$ cat src/rtl/double_fifo_pkg.sv
// double_fifo_pkg: register map and bit positions for double_result_fifo
package double_fifo_pkg;
  localparam logic [2:0] ADDR_POP    = 3'd0;
  localparam logic [2:0] ADDR_STATUS = 3'd1;
  localparam logic [2:0] ADDR_CTRL   = 3'd2;
  localparam int STAT_EMPTY     = 8;
  localparam int STAT_FULL      = 9;
  localparam int STAT_STICKY    = 16;
  localparam int STAT_TOTAL_LSB = 32;
  localparam int CTRL_FLUSH     = 0;
  localparam int CTRL_CLEAR     = 1;
endpackage

$ cat src/rtl/sync_fifo_mem.sv
// sync_fifo_mem: storage, pointers and count for a power-of-two FIFO with flush
module sync_fifo_mem #(
  parameter int DEPTH = 8,
  parameter int W     = 64,
  parameter int CNT_W = $clog2(DEPTH) + 1
) (
  input  logic             clk,
  input  logic             reset,
  input  logic             push,
  input  logic             pop,
  input  logic             flush,
  input  logic [W-1:0]     wdata,
  output logic [W-1:0]     rdata,
  output logic [CNT_W-1:0] count,
  output logic             empty,
  output logic             full
);
  localparam int AW = $clog2(DEPTH);
  logic [W-1:0]     r_mem [DEPTH];
  logic [AW-1:0]    r_head;
  logic [AW-1:0]    r_tail;
  logic [CNT_W-1:0] r_count;
  always_ff @(posedge clk)
    if (push && !flush) r_mem[r_tail] <= wdata;
  always_ff @(posedge clk or posedge reset)
    if (reset) begin
      r_head  <= '0;
      r_tail  <= '0;
      r_count <= '0;
    end else if (flush) begin
      r_head  <= '0;
      r_tail  <= '0;
      r_count <= '0;
    end else begin
      if (push) r_tail <= r_tail + 1'b1;
      if (pop) r_head <= r_head + 1'b1;
      r_count <= r_count + CNT_W'(push) - CNT_W'(pop);
    end
  assign rdata = r_mem[r_head];
  assign count = r_count;
  assign empty = r_count == '0;
  assign full  = r_count == CNT_W'(DEPTH);
endmodule

$ cat src/rtl/double_result_fifo.sv
// double_result_fifo: queues double_adder results for draining over Avalon-MM
module double_result_fifo
  import double_fifo_pkg::*;
#(
  parameter int DEPTH = 8,
  parameter int CNT_W = $clog2(DEPTH) + 1
) (
  input  logic        clk,
  input  logic        reset,
  input  logic [63:0] input_z,
  input  logic        input_z_stb,
  output logic        input_z_ack,
  input  logic [2:0]  address,
  input  logic        read,
  input  logic        write,
  input  logic [63:0] writedata,
  input  logic [7:0]  byteenable,
  output logic [63:0] readdata,
  output logic        waitrequest
);
  logic [63:0]      w_head;
  logic [63:0]      w_status;
  logic [CNT_W-1:0] w_count;
  logic             w_empty;
  logic             w_full;
  logic             w_push;
  logic             w_pop;
  logic             w_ctrl_wr;
  logic             w_flush;
  logic             w_clear;
  logic             r_sticky;
  logic [31:0]      r_total;
  assign input_z_ack = !w_full;
  assign w_push      = input_z_stb && input_z_ack;
  assign w_pop       = read && address == ADDR_POP && !w_empty;
  assign waitrequest = read && address == ADDR_POP && w_empty;
  assign w_ctrl_wr   = write && address == ADDR_CTRL && byteenable[0];
  assign w_flush     = w_ctrl_wr && writedata[CTRL_FLUSH];
  assign w_clear     = w_ctrl_wr && writedata[CTRL_CLEAR];
  sync_fifo_mem #(.DEPTH(DEPTH), .W(64), .CNT_W(CNT_W)) u_mem (
    .clk   (clk),
    .reset (reset),
    .push  (w_push),
    .pop   (w_pop),
    .flush (w_flush),
    .wdata (input_z),
    .rdata (w_head),
    .count (w_count),
    .empty (w_empty),
    .full  (w_full)
  );
  // total counts every handshake, including one dropped by a same-cycle flush
  always_ff @(posedge clk or posedge reset)
    if (reset) begin
      r_sticky <= 1'b0;
      r_total  <= '0;
    end else if (w_clear) begin
      r_sticky <= 1'b0;
      r_total  <= '0;
    end else begin
      if (input_z_stb && w_full) r_sticky <= 1'b1;
      r_total <= r_total + 32'(w_push);
    end
  always_comb begin
    w_status                                   = '0;
    w_status[CNT_W-1:0]                        = w_count;
    w_status[STAT_EMPTY]                       = w_empty;
    w_status[STAT_FULL]                        = w_full;
    w_status[STAT_STICKY]                      = r_sticky;
    w_status[STAT_TOTAL_LSB+:32]               = r_total;
    readdata = !read ? '0 :
               address == ADDR_POP    ? w_head :
               address == ADDR_STATUS ? w_status : '0;
  end
endmodule

$ cat config.mk
export PLATFORM = sky130hd
export DESIGN_NAME = double_result_fifo
export DESIGN_NICKNAME = d
export VERILOG_FILES = /design/src/rtl/double_fifo_pkg.sv /design/src/rtl/sync_fifo_mem.sv /design/src/rtl/double_result_fifo.sv
export SDC_FILE = /design/constraint.sdc
export NUM_CORES = 1
export LEC_CHECK = 0
export CAP_MARGIN = 20
export CORE_MARGIN = 10
export CORE_UTILIZATION = 40
export DETAILED_ROUTE_END_ITERATION = 8
export PLACE_DENSITY_LB_ADDON = 0.12
export SLEW_MARGIN = 40
export SYNTH_ARGS = -nofsm -noshare
export SYNTH_HDL_FRONTEND = slang
export SYNTH_HIERARCHICAL = 1
export SYNTH_SLANG_ARGS = --single-unit
$ cat constraint.sdc
create_clock -name clk -period 7.9 [get_ports clk]
set_clock_uncertainty 0.1 [all_clocks]
set_input_delay 1.185 -clock clk [delete_from_list [all_inputs] [get_ports clk]]
set_output_delay 1.185 -clock clk [all_outputs]
set_load 0.05 [all_outputs]
==> results.md <==
- Dpl cell area: between 20,000 and 25,000 µm²
- CP bufs+invs: 3
- R2R Path End: r_total[30]
- Hold Path Depth: 2
- Pin count of the biggest net entering global routing: between 70 and 80
- I/O Buffers: 140
- Worst endpoint required time: ~6.6 ns
- Worst setup margin: 2.79 ns
- Max FO, Critical Path: 66
- Area contributors post-synth: edfxtp_1 (69%), mux4_2 (13%), dfrtp_1 (4.9%), mux2_2 (3.3%), a22o_1 (1.5%)
- Hold_ws: ~0.42 ns
- P_leak: 8.50 nW
- CTS Hold Bufs: 0
- Chip Width: between 200 and 300 µm
- Setup crit end kind: output port
- CTS H-Tree Depth: 2
- Top FF cell, synth: edfxtp_1
- Final period util: 0.647
- Highest routing layer actually used: met5
- Sink Count: 555
- Initial antenna violation count: 6
- Setup crit start: address[1]
- Residual DRC: 0
- Setup CP Type: input pin to output port
- Simple-gate area share of the yosys netlist: 0.0373
- Status: complete, no violations
- Fin Setup TNS: 0 ns
- Clock insertion delay at the later pin of the skew report: just over 0.6 ns
- Synthesized area per cell: roughly 21 µm²
- Die ar.: around 65,000 µm²
- Top post-synthesis cells by count: edfxtp_1 (512), mux4_2 (128), mux2_2 (65)
- Syn nets: 1,226
- Unrepaired setup endpoints after global routing: no
- Io pins: 210
- Peak Freq: 0.196 GHz
- Max-Cap Viols: 0
- Synth warn: 6
- Via count: between 10,000 and 15,000
- Vias in the first global route: around 12,000
- Combinational family with the most area after synthesis: multiplexers
- Core ar.: 55,000 µm²
- CTS buffer count: between 50 and 60
- CTS max path bufs: 3
- CTS tree: done
- Metal-1 WL: between 20,000 and 25,000 µm
- Clock root cell: clkbuf_16
- CP arrival: roughly 3.8 ns
- Count of cell types in the netlist: 42
- Synth Area in XOR/XNOR: 0.00593
- Worst-path clk slew: about 0.060 ns
- # setup viols final: 0
- Gate Count Post-Synth: 1,071
- Critical R2R Launch: u_mem/count[2]
- Min-delay worst type: flop to flop
- WL/cell: approximately 25 µm
- Flop2flop setup slack: 4.68 ns
- Most frequent CP cell: clkdlybuf4s50_1
- Most frequent cell after synthesis: edfxtp_1
- Critical path's slowest cell: clkdlybuf4s50_1
- Synth Area in Compound Gates: 0.0262
- Reg2reg path depth: 12
- Startpoint Class: input pin
- Post-synth EDFFs: roughly 510
- WL met2: ~25,000 µm
- Register area share after synthesis: 0.742
- Hold EP: r_sticky
- CP cell instances: clkdlybuf4s50_1 > nor4b_2 > buf_6 > a22o_1 > clkdlybuf4s50_1
- Min-delay src: r_sticky
- Slew Limit Headroom: 0.447
- Nets@finish: approximately 1,400
- Row cnt: 86
- WL met3: roughly 2300 µm
- Seq cells post-synth: 555
- Post-synth ARST share: 0.0775
- Total grt overflow: 0
- Final Max Slew Viols: 0
- Top-area cell type share of the netlist area: 0.694
- First-pass GRT wire length: 76,300 µm
- Initial core utilization: 0.403
- Post-placement setup slack: 2.78 ns
- Die height: about 260 µm
- HPWL Detailed: about 28,000 µm
- Vias per inst: roughly 5.3
- CP peak stage delay: between 0.8 and 0.9 ns
- Number of instances in the placed design: 1,933
- Register area: 16,500 µm²
- Top cell family by delay on the critical path: buffers and inverters
- Post-synthesis mux area share: 0.165
- Design area: roughly 27,000 µm²
- Number of DRC markers in iteration 0: between 700 and 800
- Multi-input logic area: roughly 5400 µm²
- Ratio of cells with drive above 1 in the final layout: 0.255
- GP Congestion: 0.746
- Mapped Area: 22,200 µm²
- Drt total wl: about 51,000 µm
- Cell taking the most area after synthesis: edfxtp_1
- ANT nets after route: 0
- Tot GR Track Use: 0.155
- Area growth, synth to finish: 19.7%
- Final Instance Count excl. Fillers: 2,048
- Worst-Margin Slew: a little over 0.8 ns
- Final hold vios: 0
- Min Tclk post-route: about 5 ns
- Fillers: 4,586
- PostCTS Resize Cnt: 0
- Post-CTS setup buffer count: 0
- Pwr/cell area: ~330 nW/µm²
- Post-Synth Adder-Cell Area: 0.00655
- Max IR drop VDD: roughly 230 µV
- First-pass iteration count of the detailed router: 5
metal layers:
metal  vias up  global-route usage
met2       224               0.252
met1      5733               0.207
met5         -                   0
met4         6              0.0444
met3        58              0.0316
li1       4806                   -
kinds of logic (layout without fill, tap and decap cells):
logic type	after synthesis	count (layout)
buffers and inverters	71	297
AND/OR/NAND/NOR	143	143
XOR/XNOR	15	15
multiplexers	197	197
adder cells (fa/ha/maj)	11	11
AO/OA/AOI/OAI	79	79
other	0	3
flip-flops	555	555
per-stage QoR:
stage / util / total power, mW
6_report: 0.483 / 8.82
5_1_grt: 0.483 / 9.25
4_1_cts: 0.483 / 8.98
3_5_place_dp: 0.448 / 6.24
3_3_place_gp: 0.445 / 6.16
2_1_floorplan: - / 5.58
area by class of cell:
| class | count | share of cell area |
|---|---|---|
| flip-flops and latches | 555 | 0.620 |
| inverters | 13 | 0.00184 |
| repair buffers | 172 | 0.0657 |
| diodes | 3 | 0.000283 |
| multi-input cells | 445 | 0.204 |
| clock inverters | 29 | 0.0105 |
| clock buffers | 83 | 0.0617 |
| well taps | 748 | 0.0353 |
worst min-delay path: cells and delay by family, from the launching register on:
kind / cells / cell delay [ns]
flops: 1 / 0.36
simple gates: 1 / 0.07
compound gates: 1 / 0.05
report_power, final:
part           switching (mW)  internal (mW)  leakage [nW]
logic                    1.12           1.11          2.35
clock network            1.11           1.60         0.938
registers               0.204           3.67          5.21
sequential cells by signal, summed over array words and instances (netlist names):
signal,flops
u_mem/r_mem,512
r_total,32
u_mem/count,4
u_mem/r_head,3
u_mem/r_tail,3
r_sticky,1
layout by cell type, fill, tap and decap left out, types with 10 or more instances in the layout:
cell,count
inv_1,13
mux2_2,65
clkbuf_1,18
a21oi_1,21
buf_4,23
clkdlybuf4s50_1,140
a22o_1,38
or4_1,14
o31ai_1,12
nand2_1,15
nand3_1,13
dfrtp_1,40
clkinv_2,10
and2_1,28
clkbuf_16,60
edfxtp_1,512
ha_1,10
mux4_2,128
clkinv_1,10
nor2_1,21
how the worst max path moves through the flow:
stage	end	slack, ns	depth (start not counted)
final	readdata[16]	2.79	5
after global routing	readdata[32]	2.67	6
after floorplan	u_mem/r_mem[0][0]	0.73	4
after global placement	readdata[32]	2.62	5
after CTS	readdata[32]	2.73	6
after detailed placement	readdata[16]	2.78	5
No activity file was read; power rests on OpenSTA's default activity.
